`src/rtl/vga_timing_pkg.sv`:
```
// rtl/vga_timing_pkg.sv - shared constants and types for the VGA raster timing block
package vga_timing_pkg;

  localparam int COORD_W     = 12;
  localparam int FRAME_CNT_W = 8;
  localparam int SYNC_DELAY_MAX = 4;

  // 640x480@60, 25.175 MHz pixel clock
  localparam int H_ACTIVE_640 = 640;
  localparam int H_FP_640     = 16;
  localparam int H_SYNC_640   = 96;
  localparam int H_BP_640     = 48;
  localparam int V_ACTIVE_640 = 480;
  localparam int V_FP_640     = 10;
  localparam int V_SYNC_640   = 2;
  localparam int V_BP_640     = 33;

  localparam bit SYNC_POL_LOW  = 1'b0;
  localparam bit SYNC_POL_HIGH = 1'b1;

  typedef struct packed {
    logic hsync;
    logic vsync;
    logic de;
  } sync_vec_t;

endpackage

```
`src/rtl/vga_timing_gen_if.sv`:
```
// rtl/vga_timing_gen_if.sv - raster coordinate and sync bundle from the timing generator
interface vga_timing_gen_if;
  import vga_timing_pkg::*;

  logic [COORD_W-1:0]     pix_x;
  logic [COORD_W-1:0]     pix_y;
  logic                   vid_active;
  logic                   line_start;
  logic                   frame_start;
  logic [FRAME_CNT_W-1:0] frame_cnt;
  logic                   hsync;
  logic                   vsync;
  logic                   de;

  modport master (
    output pix_x, pix_y, vid_active, line_start, frame_start, frame_cnt, hsync, vsync, de
  );

  modport slave (
    input pix_x, pix_y, vid_active, line_start, frame_start, frame_cnt, hsync, vsync, de
  );

endinterface

```
`src/rtl/sync_delay_line.sv`:
```
// rtl/sync_delay_line.sv - N-stage shift register with synchronous reset to a per-bit value
module sync_delay_line #(
  parameter int            N       = 1,
  parameter int            W       = 3,
  parameter logic [W-1:0]  RST_VAL = '0
) (
  input  logic         clk_i,
  input  logic         rst_ni,
  input  logic [W-1:0] d_i,
  output logic [W-1:0] q_o
);

  if (N == 0) begin : g_bypass
    logic unused_clk_rst;
    assign unused_clk_rst = clk_i ^ rst_ni;
    assign q_o = d_i;
  end else begin : g_stages
    logic [W-1:0] stage_q [N];

    always_ff @(posedge clk_i) begin
      if (!rst_ni) begin
        for (int i = 0; i < N; i++) stage_q[i] <= RST_VAL;
      end else begin
        stage_q[0] <= d_i;
        for (int i = 1; i < N; i++) stage_q[i] <= stage_q[i-1];
      end
    end

    assign q_o = stage_q[N-1];
  end

endmodule

```
`src/rtl/vga_timing_gen.sv`:
```
// rtl/vga_timing_gen.sv - parameterised raster counters, active-video decode and delayed syncs
module vga_timing_gen
  import vga_timing_pkg::*;
#(
  parameter int H_ACTIVE   = H_ACTIVE_640,
  parameter int H_FP       = H_FP_640,
  parameter int H_SYNC     = H_SYNC_640,
  parameter int H_BP       = H_BP_640,
  parameter int V_ACTIVE   = V_ACTIVE_640,
  parameter int V_FP       = V_FP_640,
  parameter int V_SYNC     = V_SYNC_640,
  parameter int V_BP       = V_BP_640,
  parameter bit SYNC_POL   = SYNC_POL_LOW,
  parameter int SYNC_DELAY = 1
) (
  input  logic             pix_clk,
  input  logic             rst,
  vga_timing_gen_if.master vid
);

  localparam int H_TOTAL = H_ACTIVE + H_FP + H_SYNC + H_BP;
  localparam int V_TOTAL = V_ACTIVE + V_FP + V_SYNC + V_BP;

  if (H_TOTAL > 4096) begin : g_bad_h_total
    $error("vga_timing_gen: H_TOTAL exceeds 4096");
  end
  if (V_TOTAL > 4096) begin : g_bad_v_total
    $error("vga_timing_gen: V_TOTAL exceeds 4096");
  end
  if (SYNC_DELAY < 0 || SYNC_DELAY > SYNC_DELAY_MAX) begin : g_bad_delay
    $error("vga_timing_gen: SYNC_DELAY out of range 0..4");
  end

  localparam logic [COORD_W-1:0] H_LAST   = COORD_W'(H_TOTAL - 1);
  localparam logic [COORD_W-1:0] V_LAST   = COORD_W'(V_TOTAL - 1);
  localparam logic [COORD_W-1:0] H_ACT    = COORD_W'(H_ACTIVE);
  localparam logic [COORD_W-1:0] V_ACT    = COORD_W'(V_ACTIVE);
  localparam logic [COORD_W-1:0] HS_FIRST = COORD_W'(H_ACTIVE + H_FP);
  localparam logic [COORD_W-1:0] HS_LAST  = COORD_W'(H_ACTIVE + H_FP + H_SYNC - 1);
  localparam logic [COORD_W-1:0] VS_FIRST = COORD_W'(V_ACTIVE + V_FP);
  localparam logic [COORD_W-1:0] VS_LAST  = COORD_W'(V_ACTIVE + V_FP + V_SYNC - 1);
  localparam logic               SYNC_IDLE = ~SYNC_POL;

  logic [COORD_W-1:0]     h_q, h_d, v_q, v_d;
  logic [FRAME_CNT_W-1:0] frame_cnt_q, frame_cnt_d;
  logic                   run_q;
  logic                   active_q, line_start_q, frame_start_q, hsync_q, vsync_q;
  logic                   h_wrap, v_wrap, hs_on, vs_on;

  // run_q keeps the reset-exit wrap (last pixel -> 0,0) from counting as a frame
  always_comb begin
    h_wrap      = (h_q == H_LAST);
    v_wrap      = (v_q == V_LAST);
    h_d         = h_wrap ? '0 : h_q + 1'b1;
    v_d         = v_q;
    frame_cnt_d = frame_cnt_q;
    if (h_wrap) begin
      v_d = v_wrap ? '0 : v_q + 1'b1;
      if (v_wrap && run_q) frame_cnt_d = frame_cnt_q + 1'b1;
    end
    hs_on = (h_d >= HS_FIRST) && (h_d <= HS_LAST);
    vs_on = (v_d >= VS_FIRST) && (v_d <= VS_LAST);
  end

  always_ff @(posedge pix_clk) begin
    if (!rst) begin
      h_q           <= H_LAST;
      v_q           <= V_LAST;
      frame_cnt_q   <= '0;
      run_q         <= 1'b0;
      active_q      <= 1'b0;
      line_start_q  <= 1'b0;
      frame_start_q <= 1'b0;
      hsync_q       <= SYNC_IDLE;
      vsync_q       <= SYNC_IDLE;
    end else begin
      h_q           <= h_d;
      v_q           <= v_d;
      frame_cnt_q   <= frame_cnt_d;
      run_q         <= 1'b1;
      active_q      <= (h_d < H_ACT) && (v_d < V_ACT);
      line_start_q  <= (h_d == '0);
      frame_start_q <= (h_d == '0) && (v_d == '0);
      hsync_q       <= hs_on ? SYNC_POL : SYNC_IDLE;
      vsync_q       <= vs_on ? SYNC_POL : SYNC_IDLE;
    end
  end

  localparam sync_vec_t SYNC_VEC_IDLE = '{hsync: SYNC_IDLE, vsync: SYNC_IDLE, de: 1'b0};

  sync_vec_t aligned, delayed;
  assign aligned = '{hsync: hsync_q, vsync: vsync_q, de: active_q};

  sync_delay_line #(
    .N       (SYNC_DELAY),
    .W       ($bits(sync_vec_t)),
    .RST_VAL (SYNC_VEC_IDLE)
  ) u_sync_delay (
    .clk_i  (pix_clk),
    .rst_ni (rst),
    .d_i    (aligned),
    .q_o    (delayed)
  );

  assign vid.pix_x       = h_q;
  assign vid.pix_y       = v_q;
  assign vid.vid_active  = active_q;
  assign vid.line_start  = line_start_q;
  assign vid.frame_start = frame_start_q;
  assign vid.frame_cnt   = frame_cnt_q;
  assign vid.hsync       = delayed.hsync;
  assign vid.vsync       = delayed.vsync;
  assign vid.de          = delayed.de;

endmodule
```
`src/flat_wrapper.sv`:
```
// flat-port wrapper written by rule: the top's interface ports become plain ports
module vga_timing_gen_flat import vga_timing_pkg::*;
#(
  parameter int H_ACTIVE   = H_ACTIVE_640,
  parameter int H_FP       = H_FP_640,
  parameter int H_SYNC     = H_SYNC_640,
  parameter int H_BP       = H_BP_640,
  parameter int V_ACTIVE   = V_ACTIVE_640,
  parameter int V_FP       = V_FP_640,
  parameter int V_SYNC     = V_SYNC_640,
  parameter int V_BP       = V_BP_640,
  parameter bit SYNC_POL   = SYNC_POL_LOW,
  parameter int SYNC_DELAY = 1
)
  (pix_clk, rst, vid_pix_x, vid_pix_y, vid_vid_active, vid_line_start, vid_frame_start, vid_frame_cnt, vid_hsync, vid_vsync, vid_de);
  vga_timing_gen_if vid_i ();
  input  logic pix_clk;
  input  logic rst;
  output wire logic [$bits(vid_i.pix_x)-1:0] vid_pix_x;
  output wire logic [$bits(vid_i.pix_y)-1:0] vid_pix_y;
  output wire logic [$bits(vid_i.vid_active)-1:0] vid_vid_active;
  output wire logic [$bits(vid_i.line_start)-1:0] vid_line_start;
  output wire logic [$bits(vid_i.frame_start)-1:0] vid_frame_start;
  output wire logic [$bits(vid_i.frame_cnt)-1:0] vid_frame_cnt;
  output wire logic [$bits(vid_i.hsync)-1:0] vid_hsync;
  output wire logic [$bits(vid_i.vsync)-1:0] vid_vsync;
  output wire logic [$bits(vid_i.de)-1:0] vid_de;
  assign vid_pix_x = vid_i.pix_x;
  assign vid_pix_y = vid_i.pix_y;
  assign vid_vid_active = vid_i.vid_active;
  assign vid_line_start = vid_i.line_start;
  assign vid_frame_start = vid_i.frame_start;
  assign vid_frame_cnt = vid_i.frame_cnt;
  assign vid_hsync = vid_i.hsync;
  assign vid_vsync = vid_i.vsync;
  assign vid_de = vid_i.de;
  vga_timing_gen #(.H_ACTIVE(H_ACTIVE), .H_FP(H_FP), .H_SYNC(H_SYNC), .H_BP(H_BP), .V_ACTIVE(V_ACTIVE), .V_FP(V_FP), .V_SYNC(V_SYNC), .V_BP(V_BP), .SYNC_POL(SYNC_POL), .SYNC_DELAY(SYNC_DELAY)) u_core (.pix_clk(pix_clk), .rst(rst), .vid(vid_i));
endmodule
```
`config.mk`:
```
export PLATFORM = sky130hd
export DESIGN_NAME = vga_timing_gen_flat
export DESIGN_NICKNAME = d
export VERILOG_FILES = /design/src/rtl/vga_timing_pkg.sv /design/src/rtl/vga_timing_gen_if.sv /design/src/rtl/sync_delay_line.sv /design/src/rtl/vga_timing_gen.sv /design/src/flat_wrapper.sv
export SDC_FILE = /design/constraint.sdc
export NUM_CORES = 1
export LEC_CHECK = 0
export ABC_AREA = 1
export CAP_MARGIN = 20
export CORE_MARGIN = 10
export CORE_UTILIZATION = 50
export CTS_CLUSTER_DIAMETER = 100
export DETAILED_ROUTE_END_ITERATION = 10
export DONT_BUFFER_PORTS = 1
export PLACE_DENSITY_LB_ADDON = 0.08
export SLEW_MARGIN = 40
export SYNTH_ARGS = -nofsm -noshare
export SYNTH_HDL_FRONTEND = slang
export SYNTH_SLANG_ARGS = --single-unit
```
`constraint.sdc`:
```
create_clock -name pix_clk -period 5.14 [get_ports pix_clk]
set_input_delay 0.257 -clock pix_clk [delete_from_list [all_inputs] [get_ports pix_clk]]
set_output_delay 0.257 -clock pix_clk [all_outputs]
set_load 0.005 [all_outputs]
```
# Word-level counts from Yosys, hierarchy flattened
# Memories as Yosys holds them, arrays and structs flattened.
# Cells that the tools add are included.
classes:
  reduce_logical: 9
  order_cmp: 6
  n_mux: 9
  n_eq_ne: 2
  add_sub_neg: 3
ops:
  columns: ["cell", "n"]
  rows:
  - ["$mux 12", 3]
  - ["$add 12x1->12 const B", 2]
  - ["$eq 12x10->1 const B", 2]
  - ["$logic_not 12->1", 2]
  - ["$ge 12x10->1 const B", 1]
  - ["$ge 12x9->1 const B", 1]
  - ["$le 12x10->1 const B", 1]
  - ["$le 12x9->1 const B", 1]
  - ["$lt 12x10->1 const B", 1]
  - ["$lt 12x9->1 const B", 1]
  - ["$add 8x1->8 const B", 1]
  - ["$logic_and 1x1->1", 5]
  - ["$mux 1", 5]
  - ["$mux 3", 1]
  - ["$reduce_or 3->1", 1]
  - ["$reduce_and 2->1", 1]
totals:
  ram_bits: 3
  regBits: 38
  input_bits: 2
  memories: 1
mem_list:
  columns: ["name", "depth", "width", "rd", "rd_clocked_by_memory_dff", "wr", "line", "text"]
  rows:
  - ["u_core.u_sync_delay.g_stages.stage_q", 1, 3, 1, 0, 1, "sync_delay_line.sv:18", "logic [W-1:0] stage_q [N];"]

# Longest topological paths before layout
# Gate-level depths: netlist of run 1.
logic_depth:
  word_depth: 6
  mapped_depth: 14
  ltp_nobuf: 13

# By module
# From an unflattened synthesis of run 1, not the netlist that was laid out.
hier_totals:
  cells_unflattened: 347
  hier_area_um2: 2277.2
by_module_without_submodules:
  columns: ["mod", "instances", "cells_each", "area_each_um2"]
  rows:
  - ["vga_timing_gen", 1, 338, 2194.6]
  - ["sync_delay_line", 1, 9, 82.6]

# Least setup slack after synthesis of run 1
# Ideal clock, no wire load.
synth_path:
  kind: "reg2reg"
  start: "register u_core.h_q[1], in the netlist u_core.vid.pix_x[1]"
  end: "register u_core.vsync_q"
  period_less_slack_ns: 1.711
  setup_time_ns: 0.120
  required_ns: 5.020
  path_stages_with_launch: 12
  arrival_time_ns: 1.591
  setup_slack_ns: 3.429
  cell_sequence: "dfxtp_1 -> ha_1 -> nand2_4 -> nor2_8 -> nand2_1 -> nor2_2 -> buf_6 -> nand3_1 -> nand2_1 -> nand2_1 -> nor3_1 -> nand2_1"
synth_via:
  elab_chain_len: 5
synth_rtl:
  columns: ["element", "line", "text"]
  rows:
  - ["start: declaration", "vga_timing_gen.sv:44", "logic [COORD_W-1:0] h_q, h_d, v_q, v_d;"]
  - ["start signal: assignment", "vga_timing_gen.sv:67", "h_q <= H_LAST;"]
  - ["start signal: assignment", "vga_timing_gen.sv:77", "h_q <= h_d;"]
  - ["$eq 12x10->1 (*)", "vga_timing_gen.sv:52", "h_wrap = (h_q == H_LAST);"]
  - ["$mux 12 (*)", "vga_timing_gen.sv:57", "if (h_wrap) begin"]
  - ["$ge 12x9->1 or $le 12x9->1 (tied branches)", "vga_timing_gen.sv:62", "vs_on = (v_d >= VS_FIRST) && (v_d <= VS_LAST);"]
  - ["$logic_and 1x1->1 (*)", "vga_timing_gen.sv:62", null]
  - ["$mux 1 (*)", "vga_timing_gen.sv:85", "vsync_q <= vs_on ? SYNC_POL : SYNC_IDLE;"]
  - ["end signal: assignment", "vga_timing_gen.sv:85", null]
  - ["end: declaration", "vga_timing_gen.sv:47", "logic active_q, line_start_q, frame_start_q, hsync_q, vsync_q;"]
# Mark *: on every way between the ends. The rest lies on a longest branch, timed or not.
# A chain may end at the register's enable or synchronous reset.

# Final worst setup path of run 1
layout_path:
  start: "register u_core.h_q[1], in the netlist u_core.vid.pix_x[1]"
  end: "register u_core.active_q, in the netlist u_core.vid.vid_active"
layout_via:
  elab_chain_len: 4
layout_rtl:
  columns: ["element", "line", "text"]
  rows:
  - ["$add 12x1->12 or $eq 12x10->1 (tied branches)", "vga_timing_gen.sv:54, vga_timing_gen.sv:52", null]
  - ["$mux 12 (on tied branches)", "vga_timing_gen.sv:54, vga_timing_gen.sv:57", null]
  - ["$lt 12x10->1 or $lt 12x9->1 (tied branches)", "vga_timing_gen.sv:81", "active_q <= (h_d < H_ACT) && (v_d < V_ACT);"]
  - ["$logic_and 1x1->1 (*)", "vga_timing_gen.sv:81", null]
  - ["end signal: assignment", "vga_timing_gen.sv:81", null]
  - ["end: declaration", "vga_timing_gen.sv:47", null]
# Marked as above.

==> impl_metrics.csv, run 1 <==
group,metric,value,unit
sta,worstMarginPinSlew,711,ps
sta,min_period,2170,ps
worst_setup_path,crit_arrival,2360,ps
sta,fin_tns_setup,0,ps
detailed_routing,routed_wl,5.98,mm
placement,gp_congestion,0.910,
clock_network,clk_latency,300,ps
power,powerDensity,525,nW/µm²
detailed_routing,vias_per_cell,5.21,
sta,post-route-period-util,0.422,
status,status,"finished clean",
synthesis,syn_area,2400,µm²
detailed_routing,antenna_left,0,
worst_setup_path,endpoint_kind,"flop",
floorplan,rows,25,
synthesis,seq_area_frac_synth,0.342,
sta,setup_viol,0,
worst_hold_path,timing.hold.worst.start,"rst",
clock_network,cts_buffers,5,
clock_network,clk_path_buf_depth,2,
sta,fmax,0.461,GHz
synthesis,synth_fp_nets,371,
worst_setup_path,critPathRequiredTime,5330,ps
synthesis,ys_seq_elements,41,
clock_network,tritoncts,"done",
global_routing,antenna_found_initial,0,
worst_setup_path,cp_max_fo,12,
sta,max-slew-margin-rel,0.526,
clock_network,clock_sinks,41,
worst_setup_path,crit_path_start,"u_core.vid.pix_x[1]",
worst_setup_path,startpoint_type,"flop",
floorplan,die_w,89.3,µm
synthesis,syn-instance-count,364,
final_layout,multi_input_area,1330,µm²
placement,hpwl,4.57,mm
power,leakagePower,0.00120,µW
sta,fin_worst_skew,4.73,ps
final_layout,final-seq-area,821,µm²
synthesis,ys_types,37,
synthesis,synth-edff-count,0,
detailed_routing,drtIter0Drc,85,
final_layout,finalNetCount,372,
worst_setup_path,r2r-start,"u_core.vid.pix_x[1]",
final_layout,drive_above_1_share,0.109,
worst_setup_path,worstSetupPathType,"reg -> reg",
sta,maxSlewViolCount,0,
final_layout,final_cell_mix,"94 x nand2_1, 51 x nor2_1, 46 x inv_1",
power,p_total,1340,µW
global_routing,groute.usage.overall,0.159,
detailed_routing,drc,0,
floorplan,io_pins,40,
final_layout,diodes,0,
synthesis,async_reset_ff_frac,0,
final_layout,fill_cells,478,
synthesis,avgSynthCellArea,6.59,µm²
detailed_routing,first_pass_iters,4,
global_routing,grt_max_degree,21,
worst_setup_path,r2r_cells,10,
final_layout,final_common_cell,"nand2_1",
worst_setup_path,r2r_slack,2970,ps
placement,io_buffers,0,
global_routing,grt_pass1_wl,9.94,mm
detailed_routing,vias,2189,
synthesis,yosysWarnings,0,
global_routing,first_global_vias,2048,
floorplan,initial_core_util,0.511,
detailed_routing,detail_route.wl_per_cell,14.2,µm
floorplan,fp.coreArea,4690,µm²
synthesis,ys.flop_type,"dfxtp_1",
worst_hold_path,hold_end,"u_core.vid.pix_x[1]",
power,peakVddDrop,0.306,mV
clock_network,cts_setup_buffers,0,
floorplan,die_h,89.3,µm
clock_network,cts_root_buffer,"clkbuf_8",
clock_network,cts_resized,0,
floorplan,die_area,7970,µm²
sta,finalHoldViolCount,0,
flow_run,cap_violations,0,
final_layout,area_delta_synth_final,6.31,%
worst_setup_path,r2r-end,"u_core.vid.vid_active",
worst_hold_path,hold_path_class,"in -> reg",
worst_hold_path,whs_path_depth,1,
global_routing,grt_overflow,0,
clock_network,clk_pin_slew,80,ps
sta,rsz0062_at_grt,"no",
clock_network,cts-htree-levels,2,
worst max-delay path by stage:
| stage | endpoint | slack, ps | cells past startpoint |
|---|---|---|---|
| 5_1_grt | u_core.vid.vid_active | 2690 | 10 |
| 2_1_floorplan | u_core.vsync_q | 3430 | 11 |
| 3_5_place_dp | u_core.vid.vid_active | 2960 | 10 |
| 6_report | u_core.vid.vid_active | 2970 | 10 |
| 3_3_place_gp | u_core.vid.vid_active | 3010 | 10 |
| 4_1_cts | u_core.vid.vid_active | 2930 | 10 |
stage by stage:
| step | std cells | hold slack, ps | instance area (µm²) | worst slack, ps | util |
|---|---|---|---|---|---|
| floorplan | 364 | 285 | 2400 | 3430 | - |
| global placement | 411 | 287 | 2420 | 3010 | 0.516 |
| detailed placement | 411 | 287 | 2420 | 2960 | 0.516 |
| CTS | 420 | 15.2 | 2550 | 2930 | 0.544 |
| global route | 420 | 14.5 | 2550 | 2690 | 0.544 |
| finish | 420 | 24.2 | 2550 | 2970 | 0.544 |
final cells by class:
cell class | count | area share
Timing Repair Buffer | 1 | 0.00392
Multi-Input combinational cell | 262 | 0.521
Clock buffer | 6 | 0.0324
Tap cell | 54 | 0.0265
Clock inverter | 2 | 0.0147
Inverter | 54 | 0.0795
Sequential cell | 41 | 0.322
logic make-up (layout without fill, tap and decap cells):
family / count (synthesis) / after routing / synth area share
AND/OR/NAND/NOR: 229 / 229 / 0.453
buffers and inverters: 61 / 63 / 0.104
flip-flops: 41 / 41 / 0.342
AO/OA/AOI/OAI: 23 / 23 / 0.0574
adder cells (fa/ha/maj): 5 / 5 / 0.0261
XOR/XNOR: 5 / 5 / 0.0182
report_power, final:
| part | switching [µW] | total, µW | internal (µW) |
|---|---|---|---|
| logic | 409 | 599 | 190 |
| registers | 91.8 | 463 | 371 |
| clock network | 120 | 278 | 158 |
| total | 621 | 1340 | 719 |
critical path, cell delays in order, from the launching register on:
cell     delay, ps
dfxtp_1        430
ha_1           280
nand2_4        110
nor2_8         140
nand2_1         80
nor2_2         420
o21ai_2        120
nor2_1         220
nand2_1        100
nor2_1         100
nor2_1          70
sequential cells by signal, summed over array words and instances, names as in the netlist:
name and count:
u_core.hsync_q 1, u_core.run_q 1, u_core.u_sync_delay.g_stages.stage_q 3, u_core.vid.frame_cnt 8, u_core.vid.frame_start 1, u_core.vid.line_start 1
u_core.vid.pix_x 12, u_core.vid.pix_y 12, u_core.vid.vid_active 1, u_core.vsync_q 1
routing by layer:
layer / track usage / up-vias / wire (µm)
met5: 0 / - / 0
met4: 0.0564 / 0 / 85
met3: 0.0520 / 6 / 453
met2: 0.265 / 49 / 2790
met1: 0.186 / 972 / 2650
li1: - / 1162 / -
cell usage after synthesis, types with 2 or more instances:
cell,count,share of area
xor2_1,4,0.015
a21oi_2,2,0.0073
o21ai_2,2,0.0073
ha_1,5,0.026
nand4_1,13,0.034
clkinv_1,2,0.0031
nand2_1,94,0.15
inv_2,6,0.0094
o21ai_0,7,0.015
inv_1,46,0.072
nand3b_1,3,0.0094
dfxtp_1,41,0.34
nor2_2,7,0.018
nor2_1,51,0.080
buf_6,2,0.0094
nand2_2,2,0.0052
nor3_1,7,0.015
o21ai_1,2,0.0042
clkbuf_1,3,0.0047
nand3_2,2,0.0083
or2_2,2,0.0052
o21bai_1,2,0.0063
nand3_1,38,0.079
a21oi_1,7,0.015
nor3_2,2,0.0083
what timing repair did:
item | CTS | global route
hold endpoints to repair | 1 | 0
setup endpoints to repair | 0 | 0
hold buffers | 1 | 0
No activity file was read; power rests on OpenSTA's default activity.
==> inputs of run 2 (changes only) <==
- clock period: 5.14 -> 1.9 ns (I/O delays scaled with it)
==> impl_metrics.csv, run 2 (same netlist as run 1, synthesis figures left out) <==
group,metric,value,unit
detailed_routing,topRoutingLayerUsed,"met4",
power,leakagePower,0.00138,µW
clock_network,tritoncts,"done",
sta,setup_ws,183,ps
worst_setup_path,slowest_stage,"dfxtp_2",
detailed_routing,antenna_left,0,
worst_setup_path,cp_top_family,"simple AND/OR/NAND/NOR gates",
power,peakVddDrop,0.976,mV
global_routing,grt_pass1_wl,10.5,mm
clock_network,cts-htree-levels,2,
worst_setup_path,endpoint_kind,"flop",
global_routing,groute.usage.overall,0.168,
clock_network,clock_sinks,41,
worst_setup_path,crit_chain,"ha_4, nand2_4, nor2_4, nand2_2, nor2_4, nand3b_4, nor2_4, a21oi_1, o21a_1",
detailed_routing,drc,0,
final_layout,fin_area,2870,µm²
detailed_routing,routed_wl,6.52,mm
placement,place_area,2660,µm²
detailed_routing,vias_per_cell,5.30,
sta,post-route-period-util,0.904,
placement,hpwl,5.07,mm
detailed_routing,m1WireLength,2.66,mm
final_layout,fill_cells,461,
floorplan,die_h,89.3,µm
worst_setup_path,worstSetupPathType,"reg -> reg",
sta,max-slew-margin-rel,0.510,
clock_network,cts_root_buffer,"clkbuf_8",
sta,min_period,1720,ps
detailed_routing,dr_wl_met3,528,µm
detailed_routing,drtIter0Drc,111,
sta,finalHoldViolCount,0,
final_layout,final_common_cell,"nand2_1",
worst_setup_path,crit_buf_inv,0,
global_routing,first_global_vias,2254,
clock_network,clk_path_buf_depth,2,
worst_hold_path,hold_path_class,"in -> reg",
flow_run,cap_violations,0,
global_routing,grt_max_degree,21,
detailed_routing,wl_met2,3.27,mm
sta,worstMarginPinSlew,735,ps
sta,setup_viol,0,
final_layout,final_cell_mix,"91 x nand2_1, 46 x inv_1, 45 x nor2_1",
global_routing,antenna_found_initial,0,
floorplan,die_area,7970,µm²
floorplan,die_w,89.3,µm
global_routing,grt_overflow,0,
final_layout,drive_above_1_share,0.220,
sta,hold_ws,309,ps
status,status,"finished clean",
clock_network,clk_pin_slew,80,ps
placement,dp_slack,-96.4,ps
sta,fin_worst_skew,14.4,ps
worst_setup_path,cp_max_fo,6,
power,p_total,3850,µW
worst_setup_path,critPathRequiredTime,2090,ps
floorplan,rows,25,
placement,io_buffers,0,
detailed_routing,first_pass_iters,5,
clock_network,clk_latency,300,ps
worst_setup_path,startpoint_type,"flop",
floorplan,io_pins,40,
worst_setup_path,critPathMaxStageDelay,360,ps
final_layout,diodes,0,
floorplan,initial_core_util,0.511,
sta,fin_tns_setup,0,ps
detailed_routing,vias,2384,
worst_setup_path,cp_common_cell,"nor2_4",
placement,gp_congestion,0.915,
clock_network,cts_buffers,5,
sta,fmax,0.583,GHz
sta,maxSlewViolCount,0,
sta,rsz0062_at_grt,"no",
detailed_routing,detail_route.wl_per_cell,14.5,µm
power,powerDensity,1340,nW/µm²
final_layout,finalNetCount,403,
worst_setup_path,crit_arrival,1910,ps
final_layout,area_delta_synth_final,19.5,%
floorplan,fp.coreArea,4690,µm²
-- run 2: changes by cell type in the layout (fill, tap and decap cells not counted), sizes merged --
| cell | before | now |
|---|---|---|
| buf | 0 | 31 |
| bufinv | 1 | 0 |
-- run 2: area by class of cell --
class,count,area [µm²],share of cell area
clock inverters,1,7.51,0.00262
well taps,54,67.6,0.0236
multi-input cells,262,1410,0.493
clock buffers,6,82.6,0.0288
inverters,54,203,0.0707
repair buffers,32,268,0.0934
flip-flops and latches,41,827,0.288
-- run 2: what timing repair did --
item	in CTS	in global routing
cloned	0	0
buffers inserted	0	3
hold buffers	1	0
setup endpoints to repair	5	7
endpoints found under the hold margin	16	0
pin swaps	0	5
gates resized for setup	2	23
-- run 2: metrics by stage --
stage	utilization	std cells
6_report	0.611	450
5_1_grt	0.611	450
4_1_cts	0.590	447
3_5_place_dp	0.566	439
3_3_place_gp	0.566	439
2_1_floorplan	-	364
-- run 2: worst paths after layout --
path	start	end	slack, ps	cells after the start
hold reg to reg	u_core.vsync_q	u_core.u_sync_delay.g_stages.stage_q[0][1]	420	1
hold / removal	rst	u_core.vid.pix_y[7]	310	2
setup / recovery	u_core.vid.pix_x[0]	u_core.vid.frame_cnt[3]	180	9
setup reg to reg	u_core.vid.pix_x[0]	u_core.vid.frame_cnt[3]	180	9
-- run 2: layer usage --
layer | vias up | GRT usage
met5 | - | 0
met3 | 6 | 0.0538
met4 | 0 | 0.0376
li1 | 1212 | -
met1 | 1104 | 0.196
met2 | 62 | 0.291
-- run 2: power breakdown --
group / total, µW / internal, µW / switching (µW)
clock network: 589 / 287 / 302
logic: 2110 / 821 / 1290
registers: 1150 / 1000 / 146
==> inputs of run 3 (changes only) <==
--- a/config.mk
+++ b/config.mk
@@ -9,3 +9,2 @@
 export CAP_MARGIN = 20
-export CORE_MARGIN = 10
 export CORE_UTILIZATION = 50
==> constraint.sdc (replaced) <==
create_clock -name pix_clk -period 1.9 [get_ports pix_clk]
set_input_delay 0.19 -clock pix_clk [delete_from_list [all_inputs] [get_ports pix_clk]]
set_output_delay 0.19 -clock pix_clk [all_outputs]
set_load 0.005 [all_outputs]
==> impl_metrics.csv, run 3 (same netlist as run 1, synthesis figures left out) <==
group,metric,value,unit
status,status,"complete, but fails checks",
status,violations,"DRC",
detailed_routing,drc,5,
worst_setup_path,startpoint_type,"flop",
clock_network,cts-htree-levels,2,
clock_network,clk_pin_slew,80,ps
clock_network,clock_sinks,41,
sta,worstMarginPinSlew,550,ps
detailed_routing,vias_per_cell,5.30,
clock_network,tritoncts,"done",
floorplan,initial_core_util,0.536,
floorplan,fp.coreArea,4470,µm²
sta,setup_viol,0,
worst_setup_path,r2r_cells,14,
global_routing,antenna_found_initial,0,
sta,maxSlewViolCount,0,
clock_network,clk_latency,290,ps
final_layout,finalNetCount,401,
sta,finalHoldViolCount,0,
clock_network,cts_root_buffer,"clkbuf_8",
worst_setup_path,slowest_stage,"dfxtp_2",
sta,rsz0062_at_grt,"no",
global_routing,first_global_vias,2208,
placement,io_buffers,0,
flow_run,cap_violations,0,
worst_setup_path,path_depth,14,
power,peakVddDrop,0.743,mV
detailed_routing,antenna_left,0,
worst_setup_path,cp_common_cell,"nand2_1",
sta,post-route-period-util,0.931,
global_routing,grt_max_degree,18,
sta,fin_worst_skew,10.0,ps
worst_setup_path,crit_arrival,2010,ps
detailed_routing,first_pass_iters,8,
final_layout,multi_input_area,1390,µm²
placement,hpwl,4.52,mm
floorplan,rows,24,
worst_setup_path,cp-endpoint,"u_core.vid.frame_start",
final_layout,final-seq-area,830,µm²
sta,min_period,1770,ps
floorplan,io_pins,40,
floorplan,die_w,71.3,µm
final_layout,fill_cells,417,
global_routing,grt_overflow,0,
worst_hold_path,hold_path_class,"in -> reg",
sta,max-slew-margin-rel,0.633,
worst_setup_path,cp_max_fo,6,
sta,fin_tns_setup,0,ps
sta,hold_ws,10.2,ps
worst_setup_path,r2r_slack,130,ps
final_layout,drive_above_1_share,0.220,
worst_setup_path,worstSetupPathType,"reg -> reg",
worst_setup_path,endpoint_kind,"flop",
worst_setup_path,critPathRequiredTime,2140,ps
detailed_routing,drtIter0Drc,176,
worst_setup_path,crit_path_start,"u_core.vid.pix_x[1]",
floorplan,die_area,5080,µm²
worst_setup_path,r2r-end,"u_core.vid.frame_start",
global_routing,grt_pass1_wl,9.97,mm
clock_network,clk_path_buf_depth,2,
placement,gp_congestion,0.914,
final_layout,diodes,0,
power,powerDensity,1380,nW/µm²
final_layout,final_common_cell,"nand2_1",
clock_network,cts_buffers,5,
detailed_routing,detail_route.wl_per_cell,13.7,µm
final_layout,area_delta_synth_final,18.7,%
detailed_routing,vias,2368,
power,leakagePower,0.00139,µW
global_routing,groute.usage.overall,0.251,
worst_setup_path,critPathMaxStageDelay,360,ps
worst_setup_path,cp_top_family,"simple AND/OR/NAND/NOR gates",
detailed_routing,routed_wl,6.13,mm
worst_setup_path,r2r-start,"u_core.vid.pix_x[1]",
sta,fmax,0.565,GHz
worst_setup_path,crit_chain,"ha_4, nand2_4, nor2_8, nand2_2, nor2_4, buf_6, nand2_1, nand2_1, inv_1, nor2_1, nand3_1, nor2_1, nand2_1, nor2_2",
floorplan,die_h,71.3,µm
final_layout,final_cell_mix,"93 x nand2_1, 45 x inv_1, 43 x nor2_1",
worst_setup_path,crit_buf_inv,2,
==> run 3: layer usage <==
| layer | wire length [µm] | vias up | global-route usage |
|---|---|---|---|
| met1 | 2730 | 1063 | 0.319 |
| met5 | 0 | - | 0 |
| met4 | 84 | 0 | 0.0867 |
| li1 | - | 1218 | - |
| met2 | 2940 | 80 | 0.429 |
| met3 | 378 | 7 | 0.0464 |
==> run 3: per-stage QoR <==
stage                     utilization  worst slack, ps  power [µW]  cell area, µm²  std cells
final                           0.636              131        3930            2850        447
after detailed placement        0.579             12.3        2940            2590        432
after global routing            0.636             1.79        4230            2850        447
after CTS                       0.609             36.1        3690            2720        441
after floorplan                     -              189        2570            2400        364
after global placement          0.579              101        2930            2590        432
==> run 3: cell type report <==
type	count	share of cell area
Multi-Input combinational cell	262	0.488
Sequential cell	41	0.291
Timing Repair Buffer	30	0.0857
Inverter	54	0.0712
Clock buffer	7	0.0303
Tap cell	52	0.0228
Clock inverter	1	0.0105
==> run 3: worst register-to-register path, cell delays in order, from the launching register on <==
cell	delay (ps)
dfxtp_2	360
ha_4	150
nand2_4	80
nor2_8	120
nand2_2	80
nor2_4	190
buf_6	150
nand2_1	50
nand2_1	70
inv_1	50
nor2_1	80
nand3_1	70
nor2_1	130
nand2_1	70
nor2_2	70
==> run 3: worst min path at each step <==
stage                     startpoint                  end  slack, ps  depth (start not counted)
after global routing             rst  u_core.vid.pix_y[9]         10                          1
after floorplan                  rst         u_core.run_q        220                          0
after detailed placement         rst         u_core.run_q        220                          0
after CTS                        rst  u_core.vid.pix_y[9]          8                          1
after global placement           rst         u_core.run_q        220                          0
final                            rst  u_core.vid.pix_y[9]         10                          1
==> run 3: repair_timing <==
item / 4_1_cts / 5_1_grt
setup buffers: 0 / 6
hold buffers: 1 / 0
endpoints found under the hold margin: 10 / 0
pin swaps: 0 / 5
gates cloned: 0 / 0
endpoints found under the setup margin: 1 / 9
resized for setup: 1 / 23
==> run 3: report_power, final <==
| group | internal, µW | switching, µW |
|---|---|---|
| Sequential | 1000 | 149 |
| Clock | 428 | 293 |
| Combinational | 791 | 1270 |
| Total | 2220 | 1710 |
